File: config.mk
export PLATFORM = sky130hd
export DESIGN_NAME = jtframe_ram_arb_flat
export DESIGN_NICKNAME = d
export VERILOG_FILES = /design/src/rtl/jtframe_ram_arb_if.sv /design/src/rtl/jtframe_ram_arb.sv /design/src/flat_wrapper.sv
export SDC_FILE = /design/constraint.sdc
export NUM_CORES = 1
export LEC_CHECK = 0
export ABC_AREA = 1
export ABC_CLOCK_PERIOD_IN_PS = 2400
export BUFFER_PORTS_ARGS = -buffer_cell sky130_fd_sc_hd__buf_2
export CAP_MARGIN = 20
export CORE_UTILIZATION = 40
export DETAILED_ROUTE_END_ITERATION = 6
export GPL_ROUTABILITY_DRIVEN = 0
export PLACE_DENSITY_LB_ADDON = 0.05
export SLEW_MARGIN = 20
export SYNTH_ARGS = -nofsm -noshare
export SYNTH_HDL_FRONTEND = slang
export SYNTH_SLANG_ARGS = --single-unit
File: constraint.sdc
create_clock -name clk -period 2.4 [get_ports clk]
set_input_delay 0.48 -clock clk [delete_from_list [all_inputs] [get_ports clk]]
set_output_delay 0.48 -clock clk [all_outputs]
set_load 0.01 [all_outputs]
File: src/rtl/jtframe_ram_arb_if.sv
// Bus bundle for jtframe_ram_arb: three requester ports, the shared read
// data/strobes, and one port of a dual-port RAM with a one-cycle registered
// read.
//
// Handshake: a requester raises req[i] (with we[i], addr_i, din_i) and must
// hold all of them until it sees ack[i] high for one cycle; ack[i] marks the
// cycle the access is presented to the RAM. For reads, dok[i] pulses two
// cycles after ack[i] and dout is valid in that same cycle. A request
// dropped before the arbiter samples it in IDLE is simply never served.
interface jtframe_ram_arb_if #(
  parameter int DW = 8,
  parameter int AW = 10
);
  logic [2:0]    req;
  logic [2:0]    we;
  logic [AW-1:0] addr0;
  logic [AW-1:0] addr1;
  logic [AW-1:0] addr2;
  logic [DW-1:0] din0;
  logic [DW-1:0] din1;
  logic [DW-1:0] din2;
  logic [2:0]    ack;
  logic [2:0]    dok;
  logic [DW-1:0] dout;
  logic [AW-1:0] ram_addr;
  logic [DW-1:0] ram_din;
  logic          ram_we;
  logic [DW-1:0] ram_q;

  // Requesters plus the RAM model: everything outside the arbiter.
  modport master (
    output req, we, addr0, addr1, addr2, din0, din1, din2, ram_q,
    input  ack, dok, dout, ram_addr, ram_din, ram_we
  );

  // The arbiter itself.
  modport slave (
    input  req, we, addr0, addr1, addr2, din0, din1, din2, ram_q,
    output ack, dok, dout, ram_addr, ram_din, ram_we
  );
endinterface

File: src/rtl/jtframe_ram_arb.sv
// jtframe_ram_arb: three-requester arbiter in front of one port of a
// dual-port RAM with a one-cycle registered read.
//
// One access at a time: IDLE -> ISSUE (ack, RAM write strobe) -> IDLE for
// writes, IDLE -> ISSUE -> WAIT (capture ram_q) -> DONE (dok) -> IDLE for
// reads. Requests that show up while an access is in flight are only seen
// in the next IDLE cycle.
//
// Build option: define JTFRAME_RAM_ARB_FIXPRIO_EN for fixed priority
// 0 > 1 > 2. Left undefined, arbitration is round-robin starting after the
// last granted requester (requester 0 first out of reset).
module jtframe_ram_arb #(
  parameter int DW = 8,
  parameter int AW = 10
) (
  input  logic                   clk,
  input  logic                   rst_n,
  jtframe_ram_arb_if.slave       bus,
  output logic [1:0]             state_o
);

  typedef enum logic [1:0] {
    IDLE  = 2'd0,
    ISSUE = 2'd1,
    WAIT  = 2'd2,
    DONE  = 2'd3
  } state_t;

  state_t        state_q;
  logic [1:0]    win_q;
  logic [2:0]    ack_q;
  logic [2:0]    dok_q;
  logic [DW-1:0] dout_q;
  logic [AW-1:0] ram_addr_q;
  logic [DW-1:0] ram_din_q;
  logic          ram_we_q;

  logic          any_req;
  logic          found;
  logic [1:0]    win_d;
  logic [AW-1:0] addr_win_d;
  logic [DW-1:0] din_win_d;
  logic          we_win_d;

`ifndef JTFRAME_RAM_ARB_FIXPRIO_EN
  logic [1:0]    last_grant_q;
  logic [1:0]    cand;

  // Successor in the 0 -> 1 -> 2 -> 0 ring.
  function automatic logic [1:0] next3(input logic [1:0] idx);
    return (idx == 2'd2) ? 2'd0 : idx + 2'd1;
  endfunction
`endif

  assign any_req = |bus.req;

  // Pick the winner among the requests visible this cycle.
  always_comb begin
    win_d = 2'd0;
    found = 1'b0;
`ifdef JTFRAME_RAM_ARB_FIXPRIO_EN
    for (int k = 0; k < 3; k++) begin
      if (!found && bus.req[k]) begin
        win_d = 2'(k);
        found = 1'b1;
      end
    end
`else
    cand = next3(last_grant_q);
    for (int k = 0; k < 3; k++) begin
      if (!found && bus.req[cand]) begin
        win_d = cand;
        found = 1'b1;
      end
      cand = next3(cand);
    end
`endif
  end

  // Route the winner's address, data and direction to the RAM registers.
  always_comb begin
    addr_win_d = bus.addr0;
    din_win_d  = bus.din0;
    we_win_d   = bus.we[0];
    case (win_d)
      2'd1: begin
        addr_win_d = bus.addr1;
        din_win_d  = bus.din1;
        we_win_d   = bus.we[1];
      end
      2'd2: begin
        addr_win_d = bus.addr2;
        din_win_d  = bus.din2;
        we_win_d   = bus.we[2];
      end
      default: begin
        addr_win_d = bus.addr0;
        din_win_d  = bus.din0;
        we_win_d   = bus.we[0];
      end
    endcase
  end

  // Access sequencer: all outputs are registered here; ack/dok are
  // single-cycle pulses, so they default low every cycle.
  always_ff @(posedge clk or negedge rst_n) begin
    if (!rst_n) begin
      state_q    <= IDLE;
      win_q      <= 2'd0;
      ack_q      <= 3'b000;
      dok_q      <= 3'b000;
      dout_q     <= '0;
      ram_addr_q <= '0;
      ram_din_q  <= '0;
      ram_we_q   <= 1'b0;
    end else begin
      ack_q <= 3'b000;
      dok_q <= 3'b000;
      case (state_q)
        IDLE: begin
          ram_we_q <= 1'b0;
          if (any_req) begin
            win_q      <= win_d;
            ram_addr_q <= addr_win_d;
            ram_din_q  <= din_win_d;
            ram_we_q   <= we_win_d;
            ack_q      <= 3'b001 << win_d;
            state_q    <= ISSUE;
          end
        end
        ISSUE: begin
          // ram_we_q doubles as the "this access is a write" flag.
          ram_we_q <= 1'b0;
          state_q  <= ram_we_q ? IDLE : WAIT;
        end
        WAIT: begin
          dout_q  <= bus.ram_q;
          dok_q   <= 3'b001 << win_q;
          state_q <= DONE;
        end
        DONE: begin
          state_q <= IDLE;
        end
        default: begin
          state_q <= IDLE;
        end
      endcase
    end
  end

`ifndef JTFRAME_RAM_ARB_FIXPRIO_EN
  // Remember the most recent grant so the search starts just after it.
  always_ff @(posedge clk or negedge rst_n) begin
    if (!rst_n) begin
      last_grant_q <= 2'd2;
    end else if (state_q == IDLE && any_req) begin
      last_grant_q <= win_d;
    end
  end
`endif

  assign bus.ack      = ack_q;
  assign bus.dok      = dok_q;
  assign bus.dout     = dout_q;
  assign bus.ram_addr = ram_addr_q;
  assign bus.ram_din  = ram_din_q;
  assign bus.ram_we   = ram_we_q;
  assign state_o      = state_q;

  // Strobes are one-hot-or-idle; dout only moves when leaving WAIT.
  a_ack_1hot: assert property (@(posedge clk) disable iff (!rst_n)
    $onehot0(ack_q));
  a_dok_1hot: assert property (@(posedge clk) disable iff (!rst_n)
    $onehot0(dok_q));
  a_dout_hold: assert property (@(posedge clk) disable iff (!rst_n)
    (state_q != WAIT) |=> $stable(dout_q));

endmodule

File: src/flat_wrapper.sv
// flat-port wrapper written by rule: the top's interface ports become plain ports
module jtframe_ram_arb_flat 
#(
  parameter int DW = 8,
  parameter int AW = 10
)
  (clk, rst_n, state_o, bus_req, bus_we, bus_addr0, bus_addr1, bus_addr2, bus_din0, bus_din1, bus_din2, bus_ram_q, bus_ack, bus_dok, bus_dout, bus_ram_addr, bus_ram_din, bus_ram_we);
  jtframe_ram_arb_if #(.DW(DW), .AW(AW)) bus_i ();
  input  logic clk;
  input  logic rst_n;
  output logic [1:0] state_o;
  input wire logic [$bits(bus_i.req)-1:0] bus_req;
  input wire logic [$bits(bus_i.we)-1:0] bus_we;
  input wire logic [$bits(bus_i.addr0)-1:0] bus_addr0;
  input wire logic [$bits(bus_i.addr1)-1:0] bus_addr1;
  input wire logic [$bits(bus_i.addr2)-1:0] bus_addr2;
  input wire logic [$bits(bus_i.din0)-1:0] bus_din0;
  input wire logic [$bits(bus_i.din1)-1:0] bus_din1;
  input wire logic [$bits(bus_i.din2)-1:0] bus_din2;
  input wire logic [$bits(bus_i.ram_q)-1:0] bus_ram_q;
  output wire logic [$bits(bus_i.ack)-1:0] bus_ack;
  output wire logic [$bits(bus_i.dok)-1:0] bus_dok;
  output wire logic [$bits(bus_i.dout)-1:0] bus_dout;
  output wire logic [$bits(bus_i.ram_addr)-1:0] bus_ram_addr;
  output wire logic [$bits(bus_i.ram_din)-1:0] bus_ram_din;
  output wire logic [$bits(bus_i.ram_we)-1:0] bus_ram_we;
  assign bus_i.req = bus_req;
  assign bus_i.we = bus_we;
  assign bus_i.addr0 = bus_addr0;
  assign bus_i.addr1 = bus_addr1;
  assign bus_i.addr2 = bus_addr2;
  assign bus_i.din0 = bus_din0;
  assign bus_i.din1 = bus_din1;
  assign bus_i.din2 = bus_din2;
  assign bus_i.ram_q = bus_ram_q;
  assign bus_ack = bus_i.ack;
  assign bus_dok = bus_i.dok;
  assign bus_dout = bus_i.dout;
  assign bus_ram_addr = bus_i.ram_addr;
  assign bus_ram_din = bus_i.ram_din;
  assign bus_ram_we = bus_i.ram_we;
  jtframe_ram_arb #(.DW(DW), .AW(AW)) u_core (.clk(clk), .rst_n(rst_n), .bus(bus_i), .state_o(state_o));
endmodule
=== Word level (Yosys, flattened, before mapping) ===
Cells that the tools add are included.

* Flip-flop bits (word level): 39

* Equal/unequal tests: 9
* Magnitude comparators: 3
* Add/sub/neg operators: 3
* Reductions and logical operators: 9
* Multiplexer cells: 25
* Shift-type cells: 2

{| class="wikitable"
|+ Operators by type and width
! operator !! count
|-
| 10-bit one-hot mux with 2 select lines || 1
|-
| 2-bit two-way mux || 8
|-
| 8-bit one-hot mux with 2 select lines || 1
|-
| 2-bit equality test (second input constant) || 6
|-
| 2-bit by 3-bit < comparator with 1-bit output (second input constant) || 3
|-
| 3-bit two-way mux || 3
|-
| 2-bit one-hot mux with 4 select lines || 1
|-
| 2-bit by 1-bit adder with 2-bit output (second input constant) || 3
|-
| 1-bit binary-select mux with 2-bit select || 3
|-
| 1-bit two-way mux || 6
|-
| 1-bit by 2-bit left shift with 3-bit output (first input constant) || 2
|-
| 2-bit by 1-bit equality test with 1-bit output (second input constant) || 2
|-
| 1-bit one-hot mux with 2 select lines || 2
|-
| 1-bit logical AND || 3
|-
| 3-bit OR reduction || 1
|-
| 1-bit logical NOT || 2
|-
| 2-bit logical NOT || 1
|-
| 2-bit by 1-bit != test with 1-bit output (second input constant) || 1
|-
| 2-bit AND reduction || 1
|-
| 2-bit nonzero test || 1
|}

=== Longest topological paths before layout ===
Gate-level depths: netlist of the first run.

* Word-level depth: 15
* Depth in mapped cells: 15
* Mapped depth without buffers: 13

=== Worst setup path after synthesis of the first run ===
No wires, ideal clock.

* Path kind: register to register
* Start point: reg u_core.last_grant_q[1]
* End point: reg u_core.ram_addr_q[8] (netlist: u_core.bus.ram_addr[8])
* Arrival: 2136 ps
* Period minus slack after synthesis: 2267 ps
* Path buffers: 2
* Setup time: 131 ps
* Stages on the path, launching flop included: 14
* Path slack: 133 ps
* Cells stage by stage: dfstp_2 > inv_2 > nand2_2 > nor2_1 > nor2_4 > nand3_2 > o21ai_2 > inv_1 > ha_1 > buf_2 > buf_1 > nand3_1 > o21ai_0 > o21ai_0

* Word-level cells in the longest chain between the ends: 13
* Elaborated cells on any way between the ends: 27
* Those cells by class: 3 x add/sub; 5 x eq/ne; 15 x mux; 4 x reduce/logical

{| class="wikitable"
|+ RTL lines
! what !! RTL line !! source
|-
| start, declared || jtframe_ram_arb.sv:46 || <nowiki>logic [1:0] last_grant_q;</nowiki>
|-
| start signal, assigned || jtframe_ram_arb.sv:157 || <nowiki>last_grant_q <= win_d;</nowiki>
|-
| 2-bit by 1-bit adder with 2-bit output / 2-bit equality test (equally long branches) || jtframe_ram_arb.sv:51 || <nowiki>return (idx == 2'd2) ? 2'd0 : idx + 2'd1;</nowiki>
|-
| 2-bit two-way mux (*) || jtframe_ram_arb.sv:51 ||
|-
| branches (longest 8 deep; another with 2-bit by 1-bit adder with 2-bit output) || n/a ||
|-
| 2-bit two-way mux (*) || jtframe_ram_arb.sv:71 || <nowiki>if (!found && bus.req[cand]) begin</nowiki>
|-
| net u_core.win_d[1] || jtframe_ram_arb.sv:40 || <nowiki>logic [1:0] win_d;</nowiki>
|-
| 2-bit equality test / 2-bit by 1-bit equality test with 1-bit output (equally long branches) || jtframe_ram_arb.sv:85 || <nowiki>case (win_d)</nowiki>
|-
| 10-bit one-hot mux with 2 select lines (*) || jtframe_ram_arb.sv:85 ||
|-
| end signal, assigned || jtframe_ram_arb.sv:124 || <nowiki>ram_addr_q <= addr_win_d;</nowiki>
|-
| end, declared || jtframe_ram_arb.sv:34 || <nowiki>logic [AW-1:0] ram_addr_q;</nowiki>
|}

Mark *: on every way through the listed nets, which the timed path passes. The select of a mux whose other input is x is not followed.
A chain may end at the register's enable or synchronous reset.

=== Worst setup path in the final report of the first run ===
* Start point: reg u_core.last_grant_q[1]
* End point: reg u_core.ram_addr_q[3] (netlist: u_core.bus.ram_addr[3])

The elaborated chain is that of the path after synthesis.

==> results of run 1 <==
==> cell type report <==
type                            count  area, um2
Clock buffer                        5       68.8
Clock inverter                      3       40.0
Fill cell                         408       1790
Inverter                           16       60.1
Multi-Input combinational cell    171        888
Sequential cell                    38        953
Tap cell                           52       65.1
Timing Repair Buffer              111        606
==> power groups by stage <==
stage,clock [W],sequential (W),combinational [W]
finish,0.000528,0.00111,0.00209
floorplan,0,0.00123,0.00121
global route,0.000565,0.00115,0.00240
CTS,0.000542,0.00111,0.00200
detailed placement,0,0.00112,0.00200
global placement,0,0.00111,0.00197
==> per-layer routing <==
metal | up-vias | wire length (um) | GRT usage (%)
li1 | 985 | - | -
met1 | 850 | 2080 | 23.8
met2 | 67 | 2240 | 32.6
met3 | 4 | 252 | 4.08
met4 | 0 | 45 | 6.67
met5 | - | 0 | 0
==> metrics by stage <==
stage / hold slack [ns] / worst slack [ns]
2_1_floorplan: 0.184 / 0.133
3_3_place_gp: 0.462 / 0.116
3_5_place_dp: 0.468 / 0.0823
4_1_cts: 0.327 / 0.0730
5_1_grt: 0.375 / -0.00363
6_report: 0.290 / 0.181
==> path summary, 6_finish.rpt <==
kind / startpoint / cells after the start / slack, ns / end
max: u_core.last_grant_q[1]$_DFFE_PN1P_ / 12 / 0.18 / u_core.bus.ram_addr[3]$_DFFE_PN0P_
min in group clk: bus_ram_q[4] / 2 / 0.42 / u_core.bus.dout[4]$_DFFE_PN0P_
min: rst_n / 1 / 0.29 / u_core.bus.ram_din[6]$_DFFE_PN0P_
max in group asynchronous: rst_n / 1 / 1.54 / u_core.last_grant_q[0]$_DFFE_PN0P_
min reg2reg: u_core.bus.ram_din[3]$_DFFE_PN0P_ / 2 / 0.48 / u_core.bus.ram_din[3]$_DFFE_PN0P_
max reg2reg: u_core.last_grant_q[1]$_DFFE_PN1P_ / 12 / 0.18 / u_core.bus.ram_addr[3]$_DFFE_PN0P_
==> placed cells by master, fill, tap and decap left out, types with 2 or more instances in the layout <==
cell type / synthesis / final
o21ai_0: 36 / 35
buf_4: 1 / 3
inv_2: 2 / 2
buf_6: 0 / 2
nand2_1: 75 / 74
nand2_2: 2 / 3
buf_12: 0 / 2
buf_2: 5 / 104
o21ai_1: 2 / 3
nand3_1: 27 / 27
nor3_1: 3 / 3
inv_1: 14 / 14
nor2_4: 1 / 2
dfrtp_1: 37 / 36
mux2_2: 8 / 8
clkbuf_8: 0 / 5
clkinv_2: 0 / 2
nor2_1: 8 / 8
ha_4: 0 / 2
==> critical path: stages (launching register included) <==
cell	delay [ns]
dfstp_2	0.59
inv_2	0.09
nand2_2	0.08
nor2_1	0.07
nor2_4	0.12
nand3_2	0.09
o21ai_4	0.17
inv_1	0.13
ha_4	0.31
buf_6	0.16
nand3_1	0.09
o21ai_0	0.07
o21ai_0	0.12
==> kinds of logic (layout without fill, tap and decap cells) <==
logic type | Yosys count | count (layout) | share of synthesized area [%]
AO/OA/AOI/OAI | 41 | 41 | 11.1
adder cells (fa/ha/maj) | 3 | 3 | 1.95
buffers and inverters | 30 | 135 | 6.38
flip-flops | 38 | 38 | 49.5
multiplexers | 8 | 8 | 4.68
AND/OR/NAND/NOR | 119 | 119 | 26.4
==> what timing repair did <==
item | in CTS | in global routing
buffers inserted | 0 | 1
hold buffers | 0 | 0
hold endpoints to repair | 0 | 0
resized for setup | 0 | 10
setup endpoints to repair | 0 | 18
==> registers in the layout, summed over array words and instances, names as in the netlist, named ones only <==
name and count:
u_core.bus.ack 3, u_core.bus.dok 3, u_core.bus.dout 8, u_core.bus.ram_addr 10, u_core.bus.ram_din 8, u_core.bus.ram_we 1
u_core.last_grant_q 2, u_core.state_o 1, u_core.win_q 1
==> run_results.csv, run 1 <==
group,metric,value,unit
outcome,status,"complete, but fails checks",
outcome,failed_checks,"DRC",
synth,synthCells,239,
critical_path,critPathMaxFanout,18,
floorplanning,ios,105,
synth,yosysSeqAreaShare,49.5,%
clock_network,htreeDepth,2,
cells_and_area,num-nets-final,416,
synth,synthArstFlopShare,100,%
drt,drc,4,
synth,yosysMostFrequentCell,"nand2_1",
cells_and_area,area_growth,39.4,%
power_and_ir_drop,powerDensity,1390,nW/um2
power_and_ir_drop,p_leak,1.42,nW
drt,firstDrtPassIters,7,
global_routing,grt.total_usage,19.0,%
placement,placed_cells,387,
cells_and_area,layout-drive-gt1-share,40.7,%
placement,io_buffers,104,
sta,setup_tns,0,ns
placement,post_dp_cell_area,2520,um2
cells_and_area,finalInstanceArea,2680,um2
floorplanning,initial_utilization,43.0,%
critical_path,startpoint_type,"register",
sta,min_period,2.22,ns
floorplanning,die_h,71.3,um
cells_and_area,antennaDiodeCount,0,
floorplanning,core,4470,um2
floorplanning,dieArea,5090,um2
drt,wirelength,4610,um
synth,ys_dominant_reg_cell,"dfrtp_1",
floorplanning,die_w,71.3,um
power_and_ir_drop,p_int,0.00217,W
drt,wl_per_cell,11.7,um
synth,syn_avg_cell_area,8.05,um2
clock_network,cts_max_path_buffers,2,
global_routing,grt_max_degree,39,
power_and_ir_drop,p_sw_share,41.7,%
placement,hpwlAfterDp,3400,um
synth,ys_ff_latch,38,
clock_network,cts_tree,"built",
synth,ys_top_cells_by_area,"dfrtp_1 48%, nand2_1 15%, o21ai_0 9.4%, nand3_1 7.0%, mux2_2 4.7%",
clock_network,clock_latency,0.28,ns
sta,setup_viol_count_final,0,
global_routing,grt_pass1_vias,1794,
sta,report.final.slew_viol_count,0,
power_and_ir_drop,p_total,0.00373,W
synth,ys_warn_count,0,
sta,fmax,451,MHz
clock_network,cts_num_sinks,38,
global_routing,grt_pass1_wl,7630,um
synth,synth_cell_types,24,
global_routing,antenna_found_initial,0,
synth,syn-num-nets,312,
drt,drt_iter0_markers,103,
drt,dr_total_vias,1906,
global_routing,grt-ovfl-total,0,
synth,synth_area_leader_cell,"dfrtp_1",
synth,netlist_area,1920,um2
floorplanning,fp-row-count,24,
power_and_ir_drop,power.clock.fraction,14.2,%
power_and_ir_drop,combPwrFrac,56.0,%
synth,synth-edff-count,0,
synth,yosysTopAreaCellShare,48.1,%
drt,vias_per_cell,4.81,
critical_path,cp.arrival,2.37,ns
critical_path,crit_type,"reg2reg",
sta,fin_skew,0.00374,ns
clock_network,cts_buffers,5,
power_and_ir_drop,seqPwrFrac,29.8,%
critical_path,worstPathRequired,2.56,ns
clock_network,path_clk_slew,0.07,ns
run,drv_cap,0,
sta,worst_pin_slew,0.828,ns
cells_and_area,fin_cells,396,
sta,final-hold-violation-count,0,
sta,relSlewSlack,44.8,%
critical_path,cp-end-kind,"register",
drt,antenna_left,0,
power_and_ir_drop,p_switching,0.00156,W
cells_and_area,post-route-util,59.9,%
min_path,hold_path_class,"in2async",
clock_network,cts_root_buffer,"clkbuf_8",
synth,synth_common_cells,"75 x nand2_1, 37 x dfrtp_1, 36 x o21ai_0, 27 x nand3_1, 14 x inv_1",
power_and_ir_drop,ir_drop,0.000658,V
sta,fin_crit_sh,92.4,%
No activity file was read; power rests on OpenSTA's default activity.
==> run 2: changes to the inputs <==
- CAP_MARGIN: 20 -> 15
- CORE_UTILIZATION: 40 -> 41
- CTS_BUF_LIST: default -> sky130_fd_sc_hd__clkbuf_4
==> run 2 against run 1 <==
  * The run still ends with DRC left
  * Largest power group unchanged
  * Clock power shrank 39%
  * Cell count is 0.25% lower
  * Highest routed layer unchanged
  * Critical endpoint is now u_core.bus.ram_we$_DFFE_PN0P_
  * Sequential cell count is the same
==> run_results.csv, run 2 (synthesis results as in run 1) <==
group,metric,value,unit
outcome,status,"complete, but fails checks",
outcome,failed_checks,"DRC",
cells_and_area,num-nets-final,415,
placement,hpwlAfterDp,3170,um
critical_path,max_stage_delay,0.59,ns
drt,wirelength,4630,um
critical_path,crit_family,"flip-flops",
global_routing,grt_max_degree,40,
critical_path,crit_chain,"buf_4 -> nand2_1 -> nand3_1 -> nand3_2 -> o21ai_2 -> inv_2 -> ha_4 -> buf_12 -> nand3_1 -> o21ai_0 -> o22ai_1",
clock_network,cts_num_sinks,38,
power_and_ir_drop,ir_drop,0.000802,V
cells_and_area,layout-drive-gt1-share,40.2,%
sta,worst_pin_slew,0.844,ns
sta,hold_ws,0.227,ns
critical_path,crit_top_cell,"nand3_1",
floorplanning,fp-row-count,24,
min_path,hold_path_class,"in2async",
cells_and_area,final-seq-area,953,um2
critical_path,regToRegEndpoint,"u_core.bus.ram_we$_DFFE_PN0P_",
sta,report.final.slew_viol_count,0,
global_routing,grt_pass1_wl,7570,um
critical_path,worstPathRequired,2.62,ns
power_and_ir_drop,powerDensity,1380,nW/um2
sta,relSlewSlack,43.8,%
sta,setup_viol_count_final,0,
cells_and_area,fin_cells,395,
cells_and_area,post-route-util,59.4,%
critical_path,cp.arrival,2.43,ns
critical_path,cp-end-kind,"register",
global_routing,grt-ovfl-total,0,
placement,placed_cells,385,
critical_path,crit_buf_inv,3,
cells_and_area,multi_input_area,873,um2
floorplanning,initial_utilization,43.3,%
cells_and_area,area_growth,37.2,%
clock_network,cts_tree,"built",
cells_and_area,largest_reg_flops,10,
clock_network,cts_buffers,5,
sta,fmax,453,MHz
drt,drt_iter0_markers,102,
drt,antenna_left,0,
floorplanning,dieArea,4970,um2
clock_network,cts_max_path_buffers,2,
critical_path,r2r_cells,11,
power_and_ir_drop,p_leak,1.39,nW
critical_path,reg2reg_slack,0.19,ns
run,drv_cap,0,
sta,min_period,2.21,ns
critical_path,critPathMaxFanout,19,
cells_and_area,antennaDiodeCount,0,
critical_path,r2r-start,"u_core.last_grant_q[1]$_DFFE_PN1P_",
drt,dr_total_vias,1906,
drt,firstDrtPassIters,7,
floorplanning,ios,105,
cells_and_area,layout_commonest_cell,"buf_2",
clock_network,path_clk_slew,0.11,ns
sta,fin_crit_sh,91.9,%
global_routing,antenna_found_initial,0,
sta,fin_skew,0.00286,ns
clock_network,htreeDepth,2,
drt,drc,8,
drt,vias_per_cell,4.83,
floorplanning,die_h,70.5,um
critical_path,cp_slowest_cell,"dfstp_2",
critical_path,startpoint_type,"register",
critical_path,crit_type,"reg2reg",
global_routing,grt_pass1_vias,1746,
floorplanning,die_w,70.5,um
global_routing,grt.total_usage,19.5,%
clock_network,cts_root_buffer,"clkbuf_4",
drt,wl_per_cell,11.7,um
cells_and_area,mostFrequentLayoutCells,"104 x buf_2, 75 x nand2_1, 36 x o21ai_0, 36 x dfrtp_1, 27 x nand3_1",
cells_and_area,fillers,433,
sta,final-hold-violation-count,0,
clock_network,clock_latency,0.34,ns
placement,io_buffers,104,
floorplanning,core,4440,um2
-- run 2: layout make-up --
cell class | instances | share of cell area [%]
clock buffer | 5 | 1.42
sequential | 38 | 36.1
inverter | 16 | 2.28
timing repair buffer | 110 | 24.0
clock inverter | 3 | 0.616
multi-input combinational | 171 | 33.1
tap | 52 | 2.47
-- run 2: where the power goes --
group / total [W] / switching (W) / internal (W)
combinational: 0.00221 / 0.00120 / 0.00101
sequential: 0.00110 / 0.000159 / 0.000939
clock: 0.000322 / 0.000213 / 0.000109
total: 0.00363 / 0.00157 / 0.00206
-- run 2: worst max path at each step --
| stage | slack (ns) | cells after the start | start | end |
|---|---|---|---|---|
| final | 0.19 | 11 | u_core.last_grant_q[1]$_DFFE_PN1P_ | u_core.bus.ram_we$_DFFE_PN0P_ |
| after global routing | -0.008 | 13 | u_core.last_grant_q[1]$_DFFE_PN1P_ | u_core.bus.ram_addr[9]$_DFFE_PN0P_ |
| after CTS | 0.01 | 14 | u_core.last_grant_q[1]$_DFFE_PN1P_ | u_core.bus.ram_addr[9]$_DFFE_PN0P_ |
| after detailed placement | 0.05 | 14 | u_core.last_grant_q[1]$_DFFE_PN1P_ | u_core.bus.ram_addr[9]$_DFFE_PN0P_ |
| after global placement | 0.15 | 11 | u_core.last_grant_q[0]$_DFFE_PN0P_ | u_core.bus.ram_we$_DFFE_PN0P_ |
| after floorplan | 0.13 | 13 | u_core.last_grant_q[1]$_DFFE_PN1P_ | u_core.bus.ram_addr[8]$_DFFE_PN0P_ |
-- run 2: metrics by stage --
step	area, um2	total power, W	TNS [ns]	worst slack, ns
final	2640	0.00363	0	0.194
after global routing	2640	0.00404	-0.00773	-0.00773
after CTS	2580	0.00349	0	0.0103
after detailed placement	2530	0.00315	0	0.0478
after global placement	2530	0.00312	0	0.151
after floorplan	1920	0.00244	0	0.133
-- run 2: layer usage --
metal	track usage (%)	vias to the layer above	wire, um
li1	-	981	-
met1	22.5	849	2000
met2	33.5	68	2280
met3	5.92	8	267
met4	7.71	0	84
met5	0	-	0
-- run 2: repair_timing --
item / CTS / global route
resized for setup: 0 / 6
setup endpoints to repair: 0 / 18
hold buffers: 0 / 0
hold endpoints to repair: 0 / 0
setup buffers: 0 / 1
-- run 2: worst reg2reg max path: stages (launching register included) --
cell and delay (ns):
dfstp_2 0.59, buf_4 0.14, nand2_1 0.06, nand3_1 0.13, nand3_2 0.10, o21ai_2 0.21
inv_2 0.10, ha_4 0.31, buf_12 0.15, nand3_1 0.08, o21ai_0 0.11, o22ai_1 0.12
==> run 3: changes to the inputs <==
- ABC_AREA: 1 -> default
- CTS_BUF_LIST: sky130_fd_sc_hd__clkbuf_4 -> sky130_fd_sc_hd__clkbuf_4 sky130_fd_sc_hd__clkbuf_8
==> run 3 against run 2 <==
  * The run now ends clean
  * Critical endpoint is now u_core.bus.ram_addr[4]$_DFFE_PN0P_
  * Design area down 4.8%
  * Critical path type unchanged
  * Routed wire length shrank 9.8%
  * Critical path depth down 4
==> run_results.csv, run 3 <==
group,metric,value,unit
outcome,status,"finished clean",
synth,ys_top_cells_by_area,"dfrtp_1 50%, mux2_2 15%, a22oi_1 8.1%, a21oi_1 5.4%, nor2_1 4.3%",
power_and_ir_drop,p_leak,1.26,nW
critical_path,crit_type,"reg2reg",
drt,antenna_left,0,
synth,ys_ff_latch,38,
cells_and_area,fin_cells,321,
drt,vias_per_cell,5.01,
clock_network,cts_num_sinks,38,
synth,ys_warn_count,0,
cells_and_area,multi_input_area,822,um2
global_routing,grt_max_degree,39,
drt,drc,0,
floorplanning,dieArea,4770,um2
drt,dr_total_vias,1609,
cells_and_area,num-nets-final,341,
critical_path,critPathMaxFanout,20,
power_and_ir_drop,ir_drop,0.000565,V
floorplanning,fp-row-count,24,
floorplanning,initial_utilization,42.7,%
sta,min_period,2.13,ns
clock_network,cts.repair.resized,0,
synth,syn-num-nets,236,
floorplanning,ios,105,
cells_and_area,antennaDiodeCount,0,
run,drv_cap,0,
sta,setup_tns,0,ns
synth,synthCells,163,
synth,synth_area_leader_cell,"dfrtp_1",
critical_path,cp.arrival,2.30,ns
sta,report.final.slew_viol_count,0,
global_routing,grt_pass1_wl,7290,um
floorplanning,die_h,69.1,um
synth,synth-edff-count,0,
critical_path,cp-end-kind,"register",
cells_and_area,layout_commonest_cell,"buf_2",
synth,yosysMostFrequentCell,"dfrtp_1",
sta,relSlewSlack,52.3,%
power_and_ir_drop,powerDensity,1230,nW/um2
sta,rsz0062_at_grt,"no",
clock_network,cts_setup_buffers,0,
drt,firstDrtPassIters,5,
clock_network,path_clk_slew,0.07,ns
clock_network,cts_buffers,5,
global_routing,grt_pass1_vias,1611,
global_routing,grt-ovfl-total,0,
clock_network,cts_hold_buf,0,
clock_network,cts_root_buffer,"clkbuf_8",
synth,yosysSeqAreaShare,51.6,%
placement,hpwlAfterDp,3130,um
synth,synth_common_cells,"37 x dfrtp_1, 25 x mux2_2, 21 x nor2_1, 20 x a21oi_1, 20 x a22oi_1",
cells_and_area,largest_reg_flops,10,
sta,final-hold-violation-count,0,
sta,fin_crit_sh,89.0,%
floorplanning,die_w,69.1,um
cells_and_area,area_growth,36.2,%
drt,wirelength,4180,um
clock_network,htreeDepth,2,
global_routing,antenna_found_initial,0,
placement,placed_cells,313,
synth,syn_avg_cell_area,11.3,um2
drt,drt_iter0_markers,71,
sta,setup_viol_count_final,0,
synth,yosysTopAreaCellShare,50.2,%
cells_and_area,final-seq-area,952,um2
cells_and_area,layout-drive-gt1-share,54.3,%
clock_network,cts_max_path_buffers,2,
critical_path,worstPathRequired,2.57,ns
synth,netlist_area,1840,um2
critical_path,startpoint_type,"register",
floorplanning,core,4320,um2
clock_network,cts_tree,"built",
synth,ys_dominant_reg_cell,"dfrtp_1",
placement,io_buffers,104,
cells_and_area,mostFrequentLayoutCells,"104 x buf_2, 37 x dfrtp_1, 25 x mux2_2",
sta,fin_skew,0.00467,ns
synth,synth_cell_types,27,
drt,wl_per_cell,13.0,um
sta,fmax,468,MHz
synth,synthArstFlopShare,100,%
cells_and_area,fillers,395,
global_routing,grt.total_usage,18.7,%
clock_network,clock_latency,0.28,ns
min_path,hold_path_class,"in2async",
sta,worst_pin_slew,0.715,ns
run 3: cell count changes in the layout (fill, tap and decap cells not counted), moves of 4 or more:
cell      delta
clkbuf_4     -4
nor2_1      +13
nand3_1     -27
a21oi_1     +20
mux2_2      +17
nand2_1     -73
clkbuf_8     +6
a22oi_1     +20
and2_1       +4
inv_1       -11
o21ai_0     -35
run 3: power by group:
group          switching (W)  total [W]  internal, W
registers           0.000156    0.00110     0.000949
logic               0.000751    0.00152     0.000769
clock network       0.000213   0.000456     0.000243
run 3: cells by family (layout without fill, tap and decap cells):
group / after synthesis / in the layout / share of synthesized area (%)
flops: 38 / 38 / 51.6
mux: 26 / 26 / 16.1
simple gates: 37 / 37 / 10.3
compound gates: 46 / 46 / 16.1
buf+inv: 13 / 119 / 3.80
fa+ha+maj: 3 / 3 / 2.04
run 3: area by class of cell:
class / instances / share of cell area (%)
multi-input combinational: 112 / 32.7
timing repair buffer: 109 / 22.7
sequential: 38 / 37.9
clock buffer: 7 / 3.59
inverter: 2 / 0.299
clock inverter: 1 / 0.199
tap: 52 / 2.59
run 3: worst paths after layout:
check	start	to	slack, ns	depth (start not counted)
hold reg to reg	u_core.win_q[1]$_DFFE_PN0P_	u_core.bus.dok[0]$_DFF_PN0_	0.49	1
setup / recovery	u_core.last_grant_q[1]$_DFFE_PN1P_	u_core.bus.ram_addr[4]$_DFFE_PN0P_	0.27	7
setup reg to reg	u_core.last_grant_q[1]$_DFFE_PN1P_	u_core.bus.ram_addr[4]$_DFFE_PN0P_	0.27	7
min in group clk	bus_ram_q[3]	u_core.bus.dout[3]$_DFFE_PN0P_	0.43	2
hold / removal	rst_n	u_core.bus.ram_addr[2]$_DFFE_PN0P_	0.11	1
max in group asynchronous	rst_n	u_core.last_grant_q[1]$_DFFE_PN1P_	1.68	2
run 3: worst max-delay path, cell delays in order (launching register included):
cell     delay (ns)
dfstp_2        0.55
nor2b_1        0.06
o22ai_1        0.20
nand2_1        0.12
ha_1           0.46
a22oi_1        0.26
a21oi_1        0.10
mux2_2         0.27
run 3: per-stage QoR:
stage | cell area [um2] | setup WS, ns | hold slack (ns) | power (W) | util (%)
5_1_grt | 2510 | 0.0305 | 0.153 | 0.00332 | 58.1
3_3_place_gp | 2420 | 0.120 | 0.428 | 0.00263 | 55.9
4_1_cts | 2510 | 0.260 | 0.132 | 0.00313 | 58.1
2_1_floorplan | 1840 | 0.375 | 0.184 | 0.00216 | -
3_5_place_dp | 2420 | 0.107 | 0.433 | 0.00266 | 55.9
6_report | 2510 | 0.265 | 0.114 | 0.00308 | 58.1
run 3: metal layers:
metal	wire, um	global-route usage, %	vias up
met5	0	0	-
met4	55	5.67	0
met3	217	3.80	6
met2	2010	31.7	56
met1	1890	24.0	754
li1	-	-	793
